--- config.mk ---
export PLATFORM = sky130hd
export DESIGN_NAME = seq_mul_acc
export DESIGN_NICKNAME = d
export VERILOG_FILES = /design/src/rtl/seq_mul_acc.sv
export SDC_FILE = /design/constraint.sdc
export NUM_CORES = 1
export LEC_CHECK = 0
export CAP_MARGIN = 10
export CORE_ASPECT_RATIO = 0.9
export CORE_MARGIN = 8
export CORE_UTILIZATION = 40
export CTS_CLUSTER_SIZE = 30
export DETAILED_ROUTE_END_ITERATION = 16
export GPL_TIMING_DRIVEN = 0
export PLACE_DENSITY = 0.68
export SYNTH_ARGS = -nofsm -noshare
export SYNTH_HDL_FRONTEND = slang
export SYNTH_SLANG_ARGS = --single-unit
--- constraint.sdc ---
create_clock -name clk -period 6.2 [get_ports clk]
set_input_delay 0.93 -clock clk [delete_from_list [all_inputs] [get_ports clk]]
set_output_delay 0.93 -clock clk [all_outputs]
set_load 0.02 [all_outputs]
--- src/rtl/seq_mul_acc.sv ---
`default_nettype none
// ============================================================================
// Module   : seq_mul_acc
// Purpose  : Sequential shift-add multiplier with an accumulating register.
//            One multiplier bit is consumed per clock, so an operation takes
//            WIDTH cycles in RUN followed by a one-cycle DONE state. The
//            completed product can optionally be added into a wide
//            accumulator that carries a sticky overflow flag.
// Ports    : clk        - clock, all state changes on the rising edge
//            reset      - synchronous active-high reset
//            start      - operation request, honoured only in IDLE
//            sign_mode  - 1 = two's-complement operands, 0 = unsigned
//            acc_en     - 1 = add the product into the accumulator
//            acc_clr    - synchronous accumulator / overflow clear
//            a, b       - WIDTH-bit operands (multiplicand, multiplier)
//            busy       - high while the multiply is running
//            done       - one-cycle completion pulse
//            product    - last completed 2*WIDTH-bit product
//            acc        - (2*WIDTH+GUARD)-bit accumulator
//            ovf        - sticky accumulator overflow flag
// Revision : 1.0 - initial release
// ============================================================================
module seq_mul_acc #(
    parameter int WIDTH = 8,
    parameter int GUARD = 4
) (
    input  logic                       clk,
    input  logic                       reset,
    input  logic                       start,
    input  logic                       sign_mode,
    input  logic                       acc_en,
    input  logic                       acc_clr,
    input  logic [WIDTH-1:0]           a,
    input  logic [WIDTH-1:0]           b,
    output logic                       busy,
    output logic                       done,
    output logic [2*WIDTH-1:0]         product,
    output logic [2*WIDTH+GUARD-1:0]   acc,
    output logic                       ovf
);

    localparam int c_PROD_W = 2 * WIDTH;
    localparam int c_ACC_W  = 2 * WIDTH + GUARD;
    localparam int c_CNT_W  = $clog2(WIDTH);
    localparam logic [c_CNT_W-1:0] c_LAST = c_CNT_W'(WIDTH - 1);

    typedef enum logic [1:0] {
        S_IDLE = 2'd0,
        S_RUN  = 2'd1,
        S_DONE = 2'd2
    } state_t;

    state_t                r_state;
    state_t                w_state_next;

    logic [c_PROD_W-1:0]   r_mcand;     // multiplicand, extended and shifted left each step
    logic [WIDTH-1:0]      r_mplier;    // multiplier, shifted right each step
    logic [c_PROD_W-1:0]   r_part;      // running partial product
    logic [c_CNT_W-1:0]    r_cnt;       // index of the multiplier bit being processed
    logic                  r_sign;
    logic                  r_acc_en;

    logic                  w_last;
    logic [c_PROD_W-1:0]   w_addend;
    logic [c_PROD_W-1:0]   w_part_next;
    logic [c_ACC_W-1:0]    w_prod_ext;
    logic [c_ACC_W:0]      w_sum;
    logic                  w_ovf_cond;
    logic                  w_acc_upd;

    // ------------------------------------------------------------------------
    // State machine
    // ------------------------------------------------------------------------
    always_ff @(posedge clk) begin
        if (reset) begin
            r_state <= S_IDLE;
        end else begin
            r_state <= w_state_next;
        end
    end

    always_comb begin
        w_state_next = r_state;
        case (r_state)
            S_IDLE:  if (start) w_state_next = S_RUN;
            S_RUN:   if (w_last) w_state_next = S_DONE;
            S_DONE:  w_state_next = S_IDLE;
            default: w_state_next = S_IDLE;
        endcase
    end

    // ------------------------------------------------------------------------
    // Multiply datapath
    // ------------------------------------------------------------------------
    assign w_last   = (r_state == S_RUN) && (r_cnt == c_LAST);
    assign w_addend = r_mplier[0] ? r_mcand : '0;

    // In signed mode the multiplier MSB carries weight -2^(WIDTH-1), so its
    // partial product is subtracted rather than added. Together with the
    // sign-extended multiplicand this yields the exact two's-complement
    // product modulo 2^(2*WIDTH).
    assign w_part_next = (r_sign && w_last) ? (r_part - w_addend)
                                            : (r_part + w_addend);

    // ------------------------------------------------------------------------
    // Accumulate datapath
    // ------------------------------------------------------------------------
    assign w_prod_ext = {{GUARD{r_sign & w_part_next[c_PROD_W-1]}}, w_part_next};
    assign w_sum      = {1'b0, acc} + {1'b0, w_prod_ext};
    assign w_acc_upd  = w_last && r_acc_en;

    // Unsigned overflow is the carry out; signed overflow is two same-sign
    // operands producing a result of the opposite sign.
    assign w_ovf_cond = r_sign
        ? ((acc[c_ACC_W-1] == w_prod_ext[c_ACC_W-1]) &&
           (w_sum[c_ACC_W-1] != acc[c_ACC_W-1]))
        : w_sum[c_ACC_W];

    always_ff @(posedge clk) begin
        if (reset) begin
            r_mcand  <= '0;
            r_mplier <= '0;
            r_part   <= '0;
            r_cnt    <= '0;
            r_sign   <= 1'b0;
            r_acc_en <= 1'b0;
            product  <= '0;
            busy     <= 1'b0;
            done     <= 1'b0;
        end else begin
            busy <= (w_state_next == S_RUN);
            done <= (w_state_next == S_DONE);
            case (r_state)
                S_IDLE: begin
                    if (start) begin
                        r_mcand  <= {{WIDTH{sign_mode & a[WIDTH-1]}}, a};
                        r_mplier <= b;
                        r_part   <= '0;
                        r_cnt    <= '0;
                        r_sign   <= sign_mode;
                        r_acc_en <= acc_en;
                    end
                end
                S_RUN: begin
                    r_part   <= w_part_next;
                    r_mcand  <= r_mcand << 1;
                    r_mplier <= r_mplier >> 1;
                    r_cnt    <= r_cnt + 1'b1;
                    if (w_last) begin
                        product <= w_part_next;
                    end
                end
                default: ;
            endcase
        end
    end

    always_ff @(posedge clk) begin
        if (reset) begin
            acc <= '0;
            ovf <= 1'b0;
        end else if (w_acc_upd) begin
            if (acc_clr) begin
                // A clear coinciding with an update starts the sum afresh.
                acc <= w_prod_ext;
                ovf <= 1'b0;
            end else begin
                acc <= w_sum[c_ACC_W-1:0];
                if (w_ovf_cond) begin
                    ovf <= 1'b1;
                end
            end
        end else if (acc_clr) begin
            acc <= '0;
            ovf <= 1'b0;
        end
    end

endmodule
`default_nettype wire

==> results of run 1 <==
state kept, by name, indices dropped and copies added (netlist names):
name	flops
r_state	2
ovf	1
r_cnt	3
r_mplier	8
done	1
r_mcand	16
acc	20
product	16
busy	1
r_sign	1
r_part	16
r_acc_en	1
cells by family (layout without fill, tap and decap cells):
| group | after synthesis | count (layout) | share of synthesized area |
|---|---|---|---|
| AO/OA/AOI/OAI | 206 | 206 | 0.249 |
| multiplexers | 6 | 6 | 0.0113 |
| XOR/XNOR | 26 | 26 | 0.0424 |
| buffers and inverters | 62 | 140 | 0.0426 |
| flip-flops | 86 | 86 | 0.310 |
| adder cells (fa/ha/maj) | 40 | 40 | 0.0927 |
| AND/OR/NAND/NOR | 304 | 304 | 0.251 |
cell type report:
type	instances	area, um2	share of cell area
Clock buffer	13	250	0.0374
Sequential cell	86	1720	0.258
Tap cell	172	215	0.0322
Timing Repair Buffer	62	611	0.0914
Buffer	38	154	0.0230
Multi-Input combinational cell	582	3620	0.542
Inverter	24	90.1	0.0135
Clock inverter	3	20.0	0.00300
path summary, 6_finish.rpt:
| path | end | slack, ps | depth (start not counted) |
|---|---|---|---|
| hold / removal | product[5] | 450 | 2 |
| setup / recovery | ovf | 410 | 21 |
| setup reg to reg | ovf | 410 | 21 |
| hold reg to reg | product[5] | 450 | 2 |
repair_timing:
action	CTS	global route
endpoints found under the setup margin	5	3
cloned	0	0
pin swaps	1	3
gates resized for setup	7	9
setup buffers	1	3
placed cells by master (no fill, tap or decap), drive strengths merged, types with 17 or more instances in the layout:
cell type / n
nor2: 110
clkdlybuf4s50: 58
a21oi: 64
xnor2: 17
inv: 23
nand2: 95
dfxtp: 86
nor3: 23
ha: 37
clkbuf: 49
a22oi: 31
o21ai: 28
routing by layer:
layer,global-route usage,part of all wire
met3,0.0417,0.054
met5,0,0
met1,0.249,0.50
met2,0.279,0.44
met4,0.0453,0.0097
tightest hold or removal path, stage by stage, from the launching register on:
cell and delay [ps]:
dfxtp_1 310, nand2_1 50, a21oi_1 50
where the power goes:
part,switching [mW],internal [mW],total (mW)
combinational,0.554,0.358,0.912
sequential,0.0283,0.586,0.614
clock,0.226,0.282,0.509
stage by stage:
stage	hold WS, ps	setup slack (ps)	utilization	setup TNS (ps)
after floorplan	444	799	-	0
after global placement	442	-484	0.460	-1320
after detailed placement	447	-557	0.460	-1530
after CTS	456	67.9	0.481	0
after global routing	479	20.0	0.484	0
final	452	414	0.484	0
==> results.txt, run 1 <==
- The flow ran to the end, and the final reports show no timing, DRC or antenna violations.
* Number of vias per cell after detailed routing: 5.54
* Sequential share of the synthesized area: 0.310
* Cells traversed along the worst timing path: ha_1, ha_1, nand4b_1, clkbuf_1, o21ai_0, fa_1, nor2b_1, o21ai_0, a21oi_1, o211ai_1, a21o_1, and4b_1, xnor2_1, ha_1, a2111o_1, o2111a_1, nor3_4, nor2b_1, o21a_1, o31a_1, o31ai_1
* Number of synthesized flops with an enable pin: 0
* Number of buffer and inverter stages on the critical path: 1
- The via count of the first global-routing pass came to 5090.
* Largest stage delay, worst path: between 400 and 500 ps
- Library cell occupying the most area in the post-synthesis netlist: dfxtp_1
* Post-DP HPWL: 12.1 mm
* WS Path Type: reg -> reg
* TritonCTS sink count: 86
* Cell with the most instances after synthesis: nor2_1
- Placed standard-cell area: between 6000 and 7000 um2
- The count of endpoints failing hold in the final timing report is 0.
- Share of layout cells above drive strength 1: 0.0532
- Critical Path Start Type: register
- Clock-pin slew on the worst setup and hold paths: 60 ps
* Post-Syn Nets: 791
* Maximum Capacitance Violations: 0
- The critical path starts at r_cnt[0].
* Critical path's top delay family: compound AO/OA/AOI/OAI gates
- Summing internal, switching and leakage power gives between 2 and 2.5 mW.
- Setup violations remaining at the end of the flow were counted as 0.
- The detailed router finished its first iteration with between 300 and 400 violations.
* Total of hold buffers inserted after clock tree synthesis: 0
- WL per Instance: 16.3 um
- Total vias in the final route: between 5000 and 6000
* Layout fillers: around 1400
- Clock Path Buffers: 2
* Share of Yosys cell area claimed by the top area cell type: 0.310
- CTS root buf: clkbuf_16
- Die extent in x: about 140 um
- IO Pins: 61
- For this run, the top clock speed supported by timing is 173 MHz.
* Standard cell core area: 13800 um2
* Post-synthesis register bit count: 86
- Counting tap cells, the placed design contains a total of 960 instances.
- Most frequent CP cell: ha_1
* Total inserted antenna cells: 0
- For this run, the number of Yosys warnings is 0.
* Cell type of the slowest stage on the worst timing path: fa_1
- The first global-routing pass estimated about 26 mm of wire.
- Pwr Density: roughly 300 nW/um2
- Measured along the y axis, the die boundary spans 128 um.
- Dividing the final minimum period by the clock period gives 0.933.
- Relative to the synthesized area, the layout overhead comes to 20.5%.
- Final std cell area, no fill: 6680 um2
* Cell Rows: 41
- Start point of the worst hold path: product[5]
- CTS tree: built
* Top FF cell, synth: dfxtp_1
* Antenna violations before repair: 0
- The netlist uses 66 different library cells.
- Final net count: 864
* Clock latency on the worst-skew pair: 350 ps
* R2r startpoint: r_cnt[0]
- For this run, the detailed router's first-pass iteration total came to 5.
* Inserted Clock Buffers: 9
- The detail route stage leaves a number of antenna-violating nets equal to 0.
- Mean instance size in the synthesized netlist: 7.60 um2
* All-Layer GR Usage: 0.181
- Total leakage power: 2.55 nW
- STA classifies the critical path endpoint as a register.
* Worst VDD drop: 0.153 mV
* Setup repair after global routing missed its margin: false
* Largest cells by area after synthesis: dfxtp_1 31%, ha_1 8.3%, nor2_1 7.4%, nand2_1 6.4%, a21oi_1 5.7%
- Data arrival at the endpoint of the critical path: 6050 ps
- Maximum number of pins on one net before global-route repair: 14
* Clock H-tree levels: 3
- After technology mapping, the gate count stands at 730.
- The count of final max-slew check failures came to 0.
* Die footprint: 17900 um2
- Time the worst path needs with I/O delays and setup: 5790 ps
* Headroom to the max-slew limit: 0.519
- GPL Wtd Cong: between 0.9 and 1
- For the worst setup path, the data required time is 6460 ps.
- Initial core utilization: 0.402
* Commonest cells in the netlist: 110 x nor2_1, 94 x nand2_1, 86 x dfxtp_1
- Slew at the pin closest to its max-slew limit: 721 ps
* Global-route congestion overflow total: 0
- The count of buffers added on input and output ports is 58.
* Critical Path Fanout Max: 10
- Wirelength, routed: 16.0 mm
- Netlist Area Pre-Place: 5550 um2
- Largest clock skew in the final design: ~5.8 ps
* Async S/R FF share, synth: 0
- DRC viols: 0
- The finished layout holds 980 standard cells, fillers aside.
* Class of the most critical hold timing path: reg -> reg
(Power assumes the default switching activity.)
==> run 2, diff against run 1 <==
--- a/config.mk
+++ b/config.mk
@@ -8,11 +8,12 @@
 export CAP_MARGIN = 10
 export CORE_ASPECT_RATIO = 0.9
 export CORE_MARGIN = 8
-export CORE_UTILIZATION = 40
+export CORE_UTILIZATION = 57
 export CTS_CLUSTER_SIZE = 30
 export DETAILED_ROUTE_END_ITERATION = 16
 export GPL_TIMING_DRIVEN = 0
-export PLACE_DENSITY = 0.68
+export PLACE_DENSITY = 0.89
+export SETUP_SLACK_MARGIN = 0.02
 export SYNTH_ARGS = -nofsm -noshare
 export SYNTH_HDL_FRONTEND = slang
 export SYNTH_SLANG_ARGS = --single-unit
==> run 2 against run 1 <==
Compared with the run above: clock power shrank 22%; sequential power is essentially flat; design area shrank 2.0%; sequential cell count stayed put; sequential share of layout area is 0.52 points higher; setup slack improved by 27 ps; global-route usage up 6.9 points; highest routed layer unchanged; critical path type unchanged; die area shrank 27%.
==> results.txt, run 2 (synthesis results as in run 1) <==
- IO Pins: 61 (unchanged)
* Die extent in x: 120 um (-14%)
* Setup Slack @ Placement: -363 ps (+193 ps)
* Total of hold buffers inserted after clock tree synthesis: 0 (unchanged)
- Non-filler cells, final: 932 (-4.9%)
* Number of vias per cell after detailed routing: 6.22 (+12%)
- The arrival time of data at the critical path endpoint came to 6010 ps (-40 ps).
* GPL Wtd Cong: 0.921 (about the same)
* Internal power: 1.16 mW (-5.6%)
- The critical path starts at r_mplier[0].
- Largest stage delay, worst path: 430 ps (-40 ps)
- Number of max-slew violations in the final report: 0 (unchanged)
- The critical path data required time came to 6450 ps (about the same).
- The power density over the cells is 301 nW/um2 (-1.1%).
* CTS root buf: clkbuf_8
- The count of inserted antenna diode cells is 0 (unchanged).
- Setup repair after global routing missed its margin: false
- The overall die height came to 110 um (-14%).
- Maximum number of pins on one net before global-route repair: 13 (-1)
- Ranked by flip-flop count, first place goes to acc.
* R2r startpoint: r_mplier[0]
* All-Layer GR Usage: 0.251 (+0.0695)
- The via count of the first global-routing pass came to 5495 (+8.0%).
- The count of H-tree levels built during CTS came to 3 (unchanged).
- Headroom to the max-slew limit: 0.481 (-0.0385)
- Setup violations, final: 0 (unchanged)
* Final setup margin: 440 ps (+26.9 ps)
- The highest attainable clock frequency is 174 MHz (+0.47%).
- Cells traversed along the worst timing path: clkbuf_4, clkbuf_2, nand2_1, ha_1, a21boi_0, a21boi_0, a21oi_1, mux2_2, o21ai_0, ha_1, a21o_1, a21oi_1, nor2_1, nor2_1, o31a_1, xor2_2, ha_1, nand3_1, o21ai_0, nor3_2, buf_4, a221oi_1, nand3_1, o31a_1
* Pre-Repair DR Iteration Count: 5 (unchanged)
* Clock group share of total power: 0.202 (-0.048)
* Net switching power figure: 0.816 mW (+0.87%)
* Global-route wire length before repair: 26.6 mm (+0.78%)
- The slew at the pin closest to its max-slew limit was 772 ps (+50.9 ps).
* DRC viols: 0 (unchanged)
* Critical Path Fanout Max: 10 (unchanged)
- Sequential cell fraction of total power: 0.312 (+0.010)
- Worst VDD drop: 0.169 mV (+11%)
- The TritonCTS sink count is 86 (unchanged).
* Cell depth of the worst flop-to-flop path: 24 (+14%)
* Residual antenna-violating net count after detailed routing: 0 (unchanged)
- The number of cell rows came to 34 (-17%).
- The overall power was 1.97 mW (-3.0%).
* WS Path Type: reg -> reg
* Total vias in the final route: 5801 (+6.8%)
* Critical Path Start Type: register
- The count of maximum capacitance violations is 0 (unchanged).
- STA classifies the critical path endpoint as a register.
* Number of flip-flops in the largest register: 20 (unchanged)
* Leading cell types in the layout, fill and taps excluded: 108 x nor2_1, 93 x nand2_1, 85 x dfxtp_1, 63 x a21oi_1, 58 x clkdlybuf4s50_1
- The final worst-path cycle share was 0.929 (-0.00433).
- Share of layout cells above drive strength 1: 0.0546 (+0.00137)
* Combinational Power Share: 0.486 (+0.038)
- Wirelength, routed: 16.7 mm (+4.5%)
* Cell type of the slowest stage on the worst timing path: o21ai_0
- The run finished with clean final reports.
* Most common cell after layout, fill and taps aside: nor2_1
- Class of the most critical hold timing path: reg -> reg
* Time the worst path needs with I/O delays and setup: 5760 ps (-26.9 ps)
- The clock slew at the register clock pins of the worst setup and hold paths was 80 ps (+20 ps).
- Largest clock skew in the final design: 11.8 ps (+6.01 ps)
- Inserted Clock Buffers: 9 (unchanged)
* Total of buffers placed on input and output ports: 58 (unchanged)
- Total leakage power: 2.52 nW (-1.1%)
- The clock latency on the worst-skew pair was 370 ps (+20 ps).
- Number of DRC violations after detailed-routing iteration 0: 606 (+67%)
* Antenna violations before repair: 0 (unchanged)
- The count of endpoints failing hold in the final timing report was 0 (unchanged).
- In this run the worst setup path terminates at acc[19].
* Reg-to-Reg End: acc[19]
- Clock Path Buffers: 2 (unchanged)
- Global-route congestion overflow total: 0 (unchanged)
* Die footprint: 13200 um2 (-27%)
- Fraction of power spent switching nets: 0.413 (+0.0159)
* WL per Instance: 17.9 um (+9.9%)
* CTS tree: built
* Area added between synthesis and finish: 18.1%
- Initial core utilization: 0.580 (+0.178)
- Placed cells: 914 (-4.8%)
- Standard cell core area: 9570 um2 (-31%)
- The number of nets in the layout is 864 (unchanged).
* Register-to-register setup slack: 440 ps (+30 ps)
* Min Hold Slack: 460 ps (+7.64 ps)
* Most frequent CP cell: ha_1
- Layout fillers: 811 (-42%)
* Post-DP HPWL: 12.4 mm (+2.1%)
[run 2: cell count changes in the layout (fill, tap and decap cells not counted), sizes merged]
| cell | before | now |
|---|---|---|
| clkinv | 2 | 1 |
| bufinv | 0 | 1 |
| clkinvlp | 2 | 0 |
[run 2: area by class of cell]
cell class                      count  area [um2]  area share
Buffer                             38         154      0.0235
Clock buffer                       13         159      0.0243
Clock inverter                      1        30.0     0.00458
Inverter                           24        90.1      0.0138
Multi-Input combinational cell    582        3630       0.554
Sequential cell                    86        1720       0.263
Tap cell                          126         158      0.0241
Timing Repair Buffer               62         611      0.0932
[run 2: metal layers]
layer  GRT usage  vias up  wire length, um
li1            -     2764                -
met1       0.293     2735             7040
met2       0.428      256             7830
met3      0.0539       46             1220
met4       0.134        0              582
met5           0        -                0
[run 2: worst min path at each step]
stage | start | end | slack (ps) | cells after the start
floorplan | r_cnt[0] | r_cnt[0] | 440 | 1
global placement | product[5] | product[5] | 440 | 2
detailed placement | product[5] | product[5] | 450 | 2
CTS | product[5] | product[5] | 460 | 2
global route | product[8] | product[8] | 480 | 2
finish | product[5] | product[5] | 460 | 2
[run 2: power by group through the flow]
| stage | Combinational, mW | Sequential (mW) | Clock, mW |
|---|---|---|---|
| floorplan | 0.701 | 0.617 | 0 |
| global placement | 0.868 | 0.624 | 0 |
| detailed placement | 0.898 | 0.626 | 0 |
| CTS | 0.917 | 0.614 | 0.404 |
| global route | 1.04 | 0.619 | 0.424 |
| finish | 0.959 | 0.615 | 0.399 |
[run 2: timing repair]
item | 4_1_cts | 5_1_grt
endpoints found under the setup margin | 3 | 7
gates resized for setup | 7 | 12
setup buffers | 2 | 2
pin swaps | 1 | 2
[run 2: worst max-delay path: cells and delay by family, from the launching register on]
family | cells | cell delay, ps
compound gates | 10 | 2560
fa+ha+maj | 3 | 870
simple gates | 6 | 650
buf+inv | 3 | 560
xor+xnor | 1 | 380
flops | 1 | 370
mux | 1 | 270
[run 2: stage by stage]
step	instance area, um2	utilization	TNS, ps
global placement	6290	0.657	-805
finish	6550	0.684	0
floorplan	5550	-	0
CTS	6510	0.680	0
global route	6550	0.684	0
detailed placement	6290	0.657	-963
